### config.mk
export PLATFORM = sky130hd
export DESIGN_NAME = router_pkt_ctrl
export DESIGN_NICKNAME = d
export VERILOG_FILES = /design/src/rtl/router_pkt_ctrl.sv
export SDC_FILE = /design/constraint.sdc
export NUM_CORES = 1
export LEC_CHECK = 0
export ABC_AREA = 1
export CORE_AREA = 4 4 76 78
export CTS_CLUSTER_DIAMETER = 60
export CTS_CLUSTER_SIZE = 28
export DETAILED_ROUTE_END_ITERATION = 10
export DIE_AREA = 0 0 80 82
export PLACE_DENSITY_LB_ADDON = 0.1
export SYNTH_ARGS = -nofsm -noshare
export SYNTH_HDL_FRONTEND = slang
export SYNTH_SLANG_ARGS = --single-unit
### constraint.sdc
create_clock -name clock -period 2.3 [get_ports clock]
set_input_delay 0.345 -clock clock [delete_from_list [all_inputs] [get_ports clock]]
set_output_delay 0.345 -clock clock [all_outputs]
set_load 0.02 [all_outputs]
### src/rtl/router_pkt_ctrl.sv
// Packet write controller for three router output FIFOs: decodes headers, steers bytes,
// applies back-pressure, checks parity and runs a per-FIFO read-timeout watchdog.
module router_pkt_ctrl #(
    parameter int unsigned TIMEOUT = 30,
    parameter int unsigned TCNT_W  = 5
) (
    input  logic       clock,
    input  logic       reset,
    input  logic       pkt_valid,
    input  logic [7:0] data_in,
    input  logic [2:0] fifo_full,
    input  logic [2:0] fifo_empty,
    input  logic [2:0] read_enb,
    output logic [2:0] write_enb,
    output logic       lfd_state,
    output logic       busy,
    output logic [2:0] soft_reset,
    output logic       parity_err,
    output logic       addr_err,
    output logic       pkt_done
);

    typedef enum logic [1:0] {
        StIdle,
        StLoad,
        StDrop
    } state_e;

    state_e            state_q;
    logic [6:0]        cnt_q;
    logic [1:0]        addr_q;
    logic [7:0]        parity_acc_q;
    logic [TCNT_W-1:0] wd_q [3];

    logic [1:0] hdr_addr;
    logic [3:0] full_ext;
    logic [3:0] sr_ext;
    logic       accept;
    logic       abort;
    logic       last_byte;

    // Pad to four entries so address 3 indexes a defined, inactive slot.
    assign hdr_addr  = data_in[1:0];
    assign full_ext  = {1'b0, fifo_full};
    assign sr_ext    = {1'b0, soft_reset};
    assign accept    = pkt_valid & ~busy;
    assign abort     = (state_q == StLoad) & sr_ext[addr_q];
    assign last_byte = (cnt_q == 7'd1);

    always_comb begin
        busy = 1'b0;
        unique case (state_q)
            StIdle:  busy = pkt_valid & (hdr_addr != 2'd3) & full_ext[hdr_addr];
            StLoad:  busy = full_ext[addr_q];
            default: busy = 1'b0;
        endcase
    end

    always_comb begin
        write_enb = 3'b000;
        lfd_state = 1'b0;
        if (accept) begin
            if (state_q == StIdle && hdr_addr != 2'd3) begin
                write_enb = 3'(4'b0001 << hdr_addr);
                lfd_state = 1'b1;
            end else if (state_q == StLoad && !abort) begin
                write_enb = 3'(4'b0001 << addr_q);
            end
        end
    end

    always_ff @(posedge clock) begin
        if (reset) begin
            state_q      <= StIdle;
            cnt_q        <= '0;
            addr_q       <= '0;
            parity_acc_q <= '0;
            parity_err   <= 1'b0;
            addr_err     <= 1'b0;
            pkt_done     <= 1'b0;
        end else begin
            parity_err <= 1'b0;
            addr_err   <= 1'b0;
            pkt_done   <= 1'b0;
            unique case (state_q)
                StIdle: begin
                    if (accept) begin
                        cnt_q <= {1'b0, data_in[7:2]} + 7'd1;
                        if (hdr_addr == 2'd3) begin
                            addr_err <= 1'b1;
                            state_q  <= StDrop;
                        end else begin
                            addr_q       <= hdr_addr;
                            parity_acc_q <= data_in;
                            state_q      <= StLoad;
                        end
                    end
                end
                StLoad: begin
                    if (abort) begin
                        // Target FIFO was flushed: discard the rest of this packet.
                        if (accept) begin
                            cnt_q   <= cnt_q - 7'd1;
                            state_q <= last_byte ? StIdle : StDrop;
                        end else begin
                            state_q <= StDrop;
                        end
                    end else if (accept) begin
                        cnt_q <= cnt_q - 7'd1;
                        if (last_byte) begin
                            pkt_done   <= 1'b1;
                            parity_err <= (data_in != parity_acc_q);
                            state_q    <= StIdle;
                        end else begin
                            parity_acc_q <= parity_acc_q ^ data_in;
                        end
                    end
                end
                StDrop: begin
                    if (accept) begin
                        cnt_q <= cnt_q - 7'd1;
                        if (last_byte) begin
                            state_q <= StIdle;
                        end
                    end
                end
                default: state_q <= StIdle;
            endcase
        end
    end

    // The pulse cycle itself never counts, so consecutive timeouts are TIMEOUT+1 apart.
    always_ff @(posedge clock) begin
        if (reset) begin
            soft_reset <= 3'b000;
            for (int i = 0; i < 3; i++) begin
                wd_q[i] <= '0;
            end
        end else begin
            for (int i = 0; i < 3; i++) begin
                soft_reset[i] <= 1'b0;
                if (soft_reset[i] || read_enb[i] || fifo_empty[i]) begin
                    wd_q[i] <= '0;
                end else if (wd_q[i] == TCNT_W'(TIMEOUT - 1)) begin
                    wd_q[i]       <= '0;
                    soft_reset[i] <= 1'b1;
                end else begin
                    wd_q[i] <= wd_q[i] + TCNT_W'(1);
                end
            end
        end
    end

endmodule

Word-level counts from Yosys, hierarchy flattened
Memory sizes are Yosys's and may differ from the RTL's. Cells that the tools add are included.

Add/subtract/negate cells: 5. Magnitude comparators: 2. Equal/unequal tests: 15. Shifts and indexed selects: 2. Muxes and demuxes: 75. Bitwise gates (word level): 20. Reduce and logical (&&, ||, !) cells: 19.

Operators by type and width (number): $mux 5 (9); $mux 1 (42); $mux 8 (5); $pmux 8 s2 (1); $add 5x1->5 const B (3); $eq 5x5->1 const B (3); $mux 2 (7); $mux 7 (2); $pmux 7 s2 (1); $ne 2x2->1 const B (6); $mux 3 (3); $or 1x1->1 (9); $ne 8x8->1 (1); $xor 8x8->8 (1); $add 6x1->7 const B (1); $eq 7x1->1 const B (1); $sub 7x1->7 const B (1); $bmux 1 s2 (3); $logic_or 1x1->1 (6); $lt 2x3->1 const B (2); $not 1->1 (6); $pmux 2 s3 (1); $reduce_and 3->1 (2); $reduce_and 6->1 (1); 14 further kinds (21).

Bits in registers: 25. Bits in writable memories: 15. Output and inout bits: 11. Logic and storage cells: 147. Memories kept: 1.

Memories: wd_q (words 3, width 5, rd ports 3, clocked after Yosys merged registers in 0, write ports 3, line 33) `logic [TCNT_W-1:0] wd_q [3];`.

Longest topological paths before layout
Gate-level depths: netlist (run 1).

Depth after elaboration: 9. Gate-level depth with buffers: 11.

Worst setup path before layout (run 1)
No wires, ideal clock.

Path kind: reg-to-output. From: register state_q[0]. To: output lfd_state. Data arrival time: 1.452 ns. Data required time: 1.955 ns. Slack: 0.503 ns. Stages on the path, launching flop included: 11. Cells stage by stage: dfxtp_1 > inv_1 > ha_1 > nand2_2 > nor2_2 > nand2_2 > nand3_4 > inv_2 > buf_6 > nand2_2 > inv_1.

Longest elaborated chain between the ends: 5. Elaborated cells on any way between the ends: 8. Classes of those cells: 1 x eq/ne; 3 x mux; 2 x bitwise; 2 x reduce/logical.

RTL lines: start: declaration (line 29) `state_e state_q;`; start signal: assignment (line 74) `state_q <= StIdle;`; start signal: assignment (line 91) `state_q <= StDrop;`; start signal: assignment (line 95) `state_q <= StLoad;`; $eq 2x1->1 / $logic_not 2->1 (equally long branches) (line 52, 63); $pmux 1 s2 (line 52) `unique case (state_q)`; $not 1->1 (line 46) `assign accept = pkt_valid & ~busy;`; $and 1x1->1 (line 46); $mux 1 (*) (line 62) `if (accept) begin`; end: declaration (line 15) `output logic lfd_state,`.

Mark *: on every way between the ends. The rest lies on a longest branch, timed or not.

Final worst setup path (run 1)
From: register state_q[0]. To: output write_enb[2].

Longest elaborated chain between the ends: 7. Elaborated cells on any way between the ends: 12. Classes of those cells: 1 x eq/ne; 4 x mux; 3 x bitwise; 4 x reduce/logical.

RTL lines: $eq 2x1->1 (line 47, 52, 66); $and 1x1->1 (line 47) `assign abort = (state_q == StLoad) & sr_ext[addr_q];`; $logic_not 1->1 (line 66) `end else if (state_q == StLoad && !abort) begin`; $logic_and 1x1->1 (line 66); $mux 3 (line 66); $mux 3 (line 63) `if (state_q == StIdle && hdr_addr != 2'd3) begin`; $mux 3 (*) (line 62); end: declaration (line 14) `output logic [2:0] write_enb,`.

Marks and branches as above.

==> results of run 1 <==
[area by class of cell]
type	count	area [sq um]
fill	486	1967
multi-input combinational	245	1388
sequential	40	953.4
timing repair buffer	50	447.9
inverter	32	120.1
tap	70	87.58
clock buffer	5	68.82
clock inverter	3	42.54
[timing repair]
action                     in CTS  in global routing
hold buffers                    0                  0
setup endpoints to repair       5                  4
gates resized for setup         6                  8
[sequential cells by signal (all words and copies together) (netlist names)]
register      cells
wd_q             15
parity_acc_q      8
cnt_q             7
soft_reset        3
addr_q            2
state_q           2
addr_err          1
parity_err        1
pkt_done          1
[metrics by stage]
step / setup WS [ps] / utilization / total power, mW / instances
detailed placement: -199.9 / 0.5900 / 1.629 / 437
floorplan: 502.5 / - / 1.396 / 326
global placement: -141.9 / 0.5900 / 1.624 / 437
CTS: 75.33 / 0.6112 / 2.203 / 445
global route: 38.58 / 0.6124 / 2.338 / 445
finish: 153.5 / 0.6124 / 2.186 / 445
[critical path, cell delays in order (launching register included)]
cell and delay [ps]:
dfxtp_2 360, inv_1 70, ha_2 220, nand2_2 110
inv_1 60, buf_4 130, a32oi_1 190, nor2_1 50
dlygate4sd2_1 320
[power groups by stage]
stage          registers, mW  clock network [mW]  logic (mW)
4_1_cts                0.863               0.591       0.749
6_report               0.864               0.575       0.747
2_1_floorplan          0.870                   0       0.526
3_3_place_gp           0.877                   0       0.747
3_5_place_dp           0.879                   0       0.750
5_1_grt                0.874               0.628       0.837
[path summary, 6_finish.rpt]
path | startpoint | end | cells past startpoint
worst max-delay path | state_q[0]$_SDFFE_PP0P_ | write_enb[2] | 8
worst max register to register | state_q[0]$_SDFFE_PP0P_ | cnt_q[1]$_SDFFE_PP0P_ | 11
worst min register to register | parity_acc_q[1]$_SDFFE_PP0P_ | parity_acc_q[1]$_SDFFE_PP0P_ | 2
worst min-delay path | parity_acc_q[1]$_SDFFE_PP0P_ | parity_acc_q[1]$_SDFFE_PP0P_ | 2
[logic make-up (layout without fill, tap and decap cells)]
logic type      count (synthesis)  after routing  share of synthesized area
buf+inv                        41             90                    0.07266
fa+ha+maj                      13             13                    0.06606
xor+xnor                       22             22                    0.07825
compound gates                 43             43                    0.09960
simple gates                  149            149                     0.2820
flops                          40             40                     0.3862
other cells                     1             15                   0.001523
mux                             3              3                    0.01372
[metal layers]
layer | GRT usage | wire [microns] | part of all wire
met5 | 0 | 0 | 0
met4 | 0.03041 | 27 | 0.0053
met3 | 0.03947 | 199 | 0.039
met2 | 0.2533 | 2186 | 0.43
met1 | 0.2273 | 2704 | 0.53
[cell usage after synthesis]
cell type  instances
o21ai_1            3
nand4_1           10
nor2_1            38
edfxtp_1          15
nand3_1           28
nand4_2            1
conb_1             1
a21oi_4            1
nand3_2            1
buf_2              2
nor2_2             2
inv_1             29
dfxtp_1           25
nand2_1           51
nand3_4            1
xnor2_1           12
o21ai_0           12
ha_1              13
nor3b_1            1
inv_2              3
clkbuf_1           4
xor2_1            10
nor3_1             5
mux2_2             3
nor3_2             1
buf_6              3
nor4_1             2
a21oi_1           25
a32oi_1            1
o22ai_4            1
nand2_2            6
or2_2              2
==> results.py, run 1 <==
metrics = {
    "yosys": {
        "synth-seq-cells": 40,
        "yosys.area.top_type": "dfxtp_1",
        "yosys-top-cells-area": "dfxtp_1, edfxtp_1, nand2_1, ha_1, nor2_1",
        "yosysSeqAreaShare": 0.3862,
        "netlist_area_sq_um": 2462,
        "synth_top_area_share": 0.2033,
        "avgSynthCellArea_sq_um": 7.892,
        "synth.distinct_cells": 32,
        "synth_cells": 312,
        "yosys_warnings": 0,
    },
    "final_layout": {
        "fin_area_sq_um": 3108,
        "num_antenna_cells": 0,
        "area_growth_pct": 26.22,
        "nNetsFinal": 407,
        "drive_gt1_frac": 0.1440,
        "final_cell_mix": "nand2_1, nor2_1, inv_1",
        "final_common_cell": "nand2_1",
    },
    "setup_path": {
        "critPathLaunchType": "flip-flop",
        "required_ps": 1960,
        "end_kind": "output port",
        "regToRegSetupSlack_ps": 500,
        "cp_max_fo": 5,
        "critPathArrivalTime_ps": 1800,
        "worstSetupPathType": "reg -> out",
    },
    "grt": {
        "grt.total_usage": 0.1614,
        "grt_overflow_total": 0,
        "antenna_found_initial": 0,
        "grt_pass1_vias": 1887,
        "grt_max_degree": 16,
        "grt_pass1_wl_mm": 8.369,
    },
    "clocking": {
        "postCtsSetupBuffers": 0,
        "clkSlewWorstSetupHoldPaths_ps": 80,
        "htree_num_levels": 2,
        "cts_root_buf": "clkbuf_8",
        "cts_max_path_buffers": 2,
        "cts_made_buffers": 5,
        "insertion_delay_ps": 290,
        "clkSinkCount": 40,
        "cts_tree": "built",
    },
    "power": {
        "power.share.clock": 0.263,
        "irDropWorstVdd_v": 0.0005100,
        "netSwitchingPower_uw": 730.7,
        "comb_power_share": 0.342,
        "p_int_mw": 1.456,
        "swShare": 0.3342,
        "p_per_area_nw_per_um2": 703.5,
        "seqPwrFrac": 0.395,
        "p_leak_nw": 1.339,
    },
    "timing": {
        "setup_viol": 0,
        "max_freq_mhz": 465.9,
        "fin_crit_sh": 0.9333,
        "rsz0062_at_grt": "false",
        "skew_ps": 6.752,
        "finalHoldViolations": 0,
        "drv_slew": 0,
        "hold-worst-slack_ps": 478.3,
        "finalWorstPathRequiredPeriod_ps": 2146,
        "tns_ps": 0,
    },
    "die": {
        "rows": 26,
        "start_util": 0.4852,
        "coreArea_sq_um": 5075,
        "die_w_microns": 80,
        "die_h_microns": 82,
        "io_pins": 31,
        "die-area_sq_um": 6560,
    },
    "placed_design": {
        "place_area_sq_um": 2994,
        "dp_hpwl_mm": 4.058,
        "portBuffers": 30,
        "place_congestion": 0.8171,
    },
    "route": {
        "viasPerCell": 4.796,
        "wl_mm": 5.118,
        "vias": 2134,
        "drtPass1Iterations": 4,
        "drc": 0,
        "wl_per_cell_microns": 11.50,
        "drt_iter0_drc": 82,
        "ant_nets": 0,
    },
    "status": {
        "outcome": "completed",
    },
    "min_path": {
        "min_path_type": "reg -> reg",
    },
    "run": {
        "maxCapViolations": 0,
    },
}
(Power assumes the default switching activity.)
==> inputs of run 2 (changes only) <==
--- a/config.mk
+++ b/config.mk
@@ -15,3 +15,4 @@
 export SYNTH_ARGS = -nofsm -noshare
 export SYNTH_HDL_FRONTEND = slang
 export SYNTH_SLANG_ARGS = --single-unit
+export TNS_END_PERCENT = 30
==> run 2 against run 1 <==
Flip-flop and latch count stayed put. Total power about the same. Count of clock-buffer cells in the layout unchanged. Global-route usage stayed put. Via count unchanged. Design area is essentially flat. Clock skew unchanged. Largest cell class unchanged. Hold slack unchanged.
==> results.py, run 2 (synthesis results as in run 1) <==
metrics = {
    "placed_design": {
        "place_congestion": 0.8171,
        "dp_cells": 437,
        "portBuffers": 30,
        "dp_hpwl_mm": 4.058,
        "place_ws_ps": -199.9,
        "place_area_sq_um": 2994,
    },
    "timing": {
        "fin_crit_sh": 0.9333,
        "finalHoldViolations": 0,
        "setup_ws_ps": 153.5,
        "skew_ps": 6.752,
        "drv_slew": 0,
        "tns_ps": 0,
        "max_freq_mhz": 465.9,
        "finalWorstPathRequiredPeriod_ps": 2146,
        "hold-worst-slack_ps": 478.3,
        "rsz0062_at_grt": "false",
        "setup_viol": 0,
    },
    "clocking": {
        "cts_tree": "built",
        "insertion_delay_ps": 290,
        "cts_root_buf": "clkbuf_8",
        "clkSlewWorstSetupHoldPaths_ps": 80,
        "cts_max_path_buffers": 2,
        "htree_num_levels": 2,
        "clkSinkCount": 40,
        "cts_made_buffers": 5,
    },
    "final_layout": {
        "reg_top3": "wd_q: 15 flops, parity_acc_q: 8 flops, cnt_q: 7 flops",
        "top_register": "wd_q",
        "regArea_sq_um": 953.4,
        "drive_gt1_frac": 0.1440,
        "fin_area_sq_um": 3107,
        "multi_input_area_sq_um": 1388,
        "final_cell_mix": "nand2_1, nor2_1, inv_1",
        "final_util": 0.6122,
        "final_common_cell": "nand2_1",
        "final_cell_count_no_fill": 445,
        "largest_reg_flops": 15,
        "fill_cells": 487,
        "area_growth_pct": 26.17,
        "nNetsFinal": 407,
        "num_antenna_cells": 0,
    },
    "setup_path": {
        "regToRegSetupSlack_ps": 500,
        "end_kind": "output port",
        "worstSetupPathType": "reg -> out",
        "r2r-start": "state_q[0]$_SDFFE_PP0P_",
        "critPathArrivalTime_ps": 1800,
        "regToRegEndpoint": "cnt_q[1]$_SDFFE_PP0P_",
        "critical_path.endpoint": "write_enb[2]",
        "r2r_cells": 11,
        "crit_path_start": "state_q[0]$_SDFFE_PP0P_",
        "critPathLaunchType": "flip-flop",
        "required_ps": 1960,
        "cp_max_fo": 5,
    },
    "route": {
        "drc": 0,
        "viasPerCell": 4.796,
        "wl_per_cell_microns": 11.50,
        "ant_nets": 0,
        "drtPass1Iterations": 4,
        "vias": 2134,
        "drt_iter0_drc": 82,
        "wl_mm": 5.118,
    },
    "die": {
        "io_pins": 31,
        "die_w_microns": 80,
        "die-area_sq_um": 6560,
        "coreArea_sq_um": 5075,
        "die_h_microns": 82,
        "rows": 26,
        "start_util": 0.4852,
    },
    "status": {
        "outcome": "completed",
    },
    "power": {
        "p_per_area_nw_per_um2": 703.5,
        "irDropWorstVdd_v": 0.0005100,
        "p_leak_nw": 1.341,
        "power.total_mw": 2.186,
    },
    "grt": {
        "grt_pass1_wl_mm": 8.369,
        "grt_pass1_vias": 1887,
        "grt_overflow_total": 0,
        "grt_max_degree": 16,
        "grt.total_usage": 0.1614,
        "antenna_found_initial": 0,
    },
    "run": {
        "maxCapViolations": 0,
    },
    "min_path": {
        "min_path_type": "reg -> reg",
    },
}
-- run 2: changes by cell type in the layout (fill, tap and decap cells not counted), sizes merged --
| cell | change |
|---|---|
| clkdlybuf4s15 | -1 |
| dlygate4sd2 | +1 |
-- run 2: worst min-delay path by stage --
stage                                  from                            to  slack, ps  depth (start not counted)
4_1_cts        parity_acc_q[1]$_SDFFE_PP0P_  parity_acc_q[1]$_SDFFE_PP0P_        480                          2
3_5_place_dp   parity_acc_q[1]$_SDFFE_PP0P_  parity_acc_q[1]$_SDFFE_PP0P_        460                          2
6_report       parity_acc_q[1]$_SDFFE_PP0P_  parity_acc_q[1]$_SDFFE_PP0P_        480                          2
3_3_place_gp   parity_acc_q[7]$_SDFFE_PP0P_  parity_acc_q[7]$_SDFFE_PP0P_        460                          2
5_1_grt        parity_acc_q[4]$_SDFFE_PP0P_  parity_acc_q[4]$_SDFFE_PP0P_        500                          2
2_1_floorplan                         reset         cnt_q[2]$_SDFFE_PP0P_        410                          1
-- run 2: critical path: stages, from the launching register on --
cell and delay, ps:
dfxtp_2 360, inv_1 70, ha_2 220, nand2_2 110, inv_1 60, buf_4 130, a32oi_1 190, nor2_1 50
dlygate4sd2_1 320
-- run 2: layer usage --
metal,wire length [microns],vias up,global-route usage,share of wire
met5,0,-,0,0
met4,27,0,0.03041,0.0053
met3,200,2,0.03947,0.039
met2,2186,32,0.2533,0.43
met1,2704,954,0.2273,0.53
li1,-,1146,-,-
-- run 2: area by class of cell --
class	instances	share of cell area
Timing Repair Buffer	50	0.1438
Sequential cell	40	0.3069
Inverter	32	0.03866
Clock buffer	5	0.02215
Tap cell	70	0.02819
Multi-Input combinational cell	245	0.4466
Clock inverter	3	0.01369
-- run 2: what timing repair did --
item / CTS / global route
setup buffers: 0 / 0
resized for setup: 6 / 7
hold buffers: 0 / 0
endpoints found under the setup margin: 5 / 4
-- run 2: power breakdown --
group	leakage (nW)	switching, mW	internal [mW]
clock network	0.0541	0.254	0.321
logic	0.927	0.420	0.327
registers	0.360	0.0570	0.807
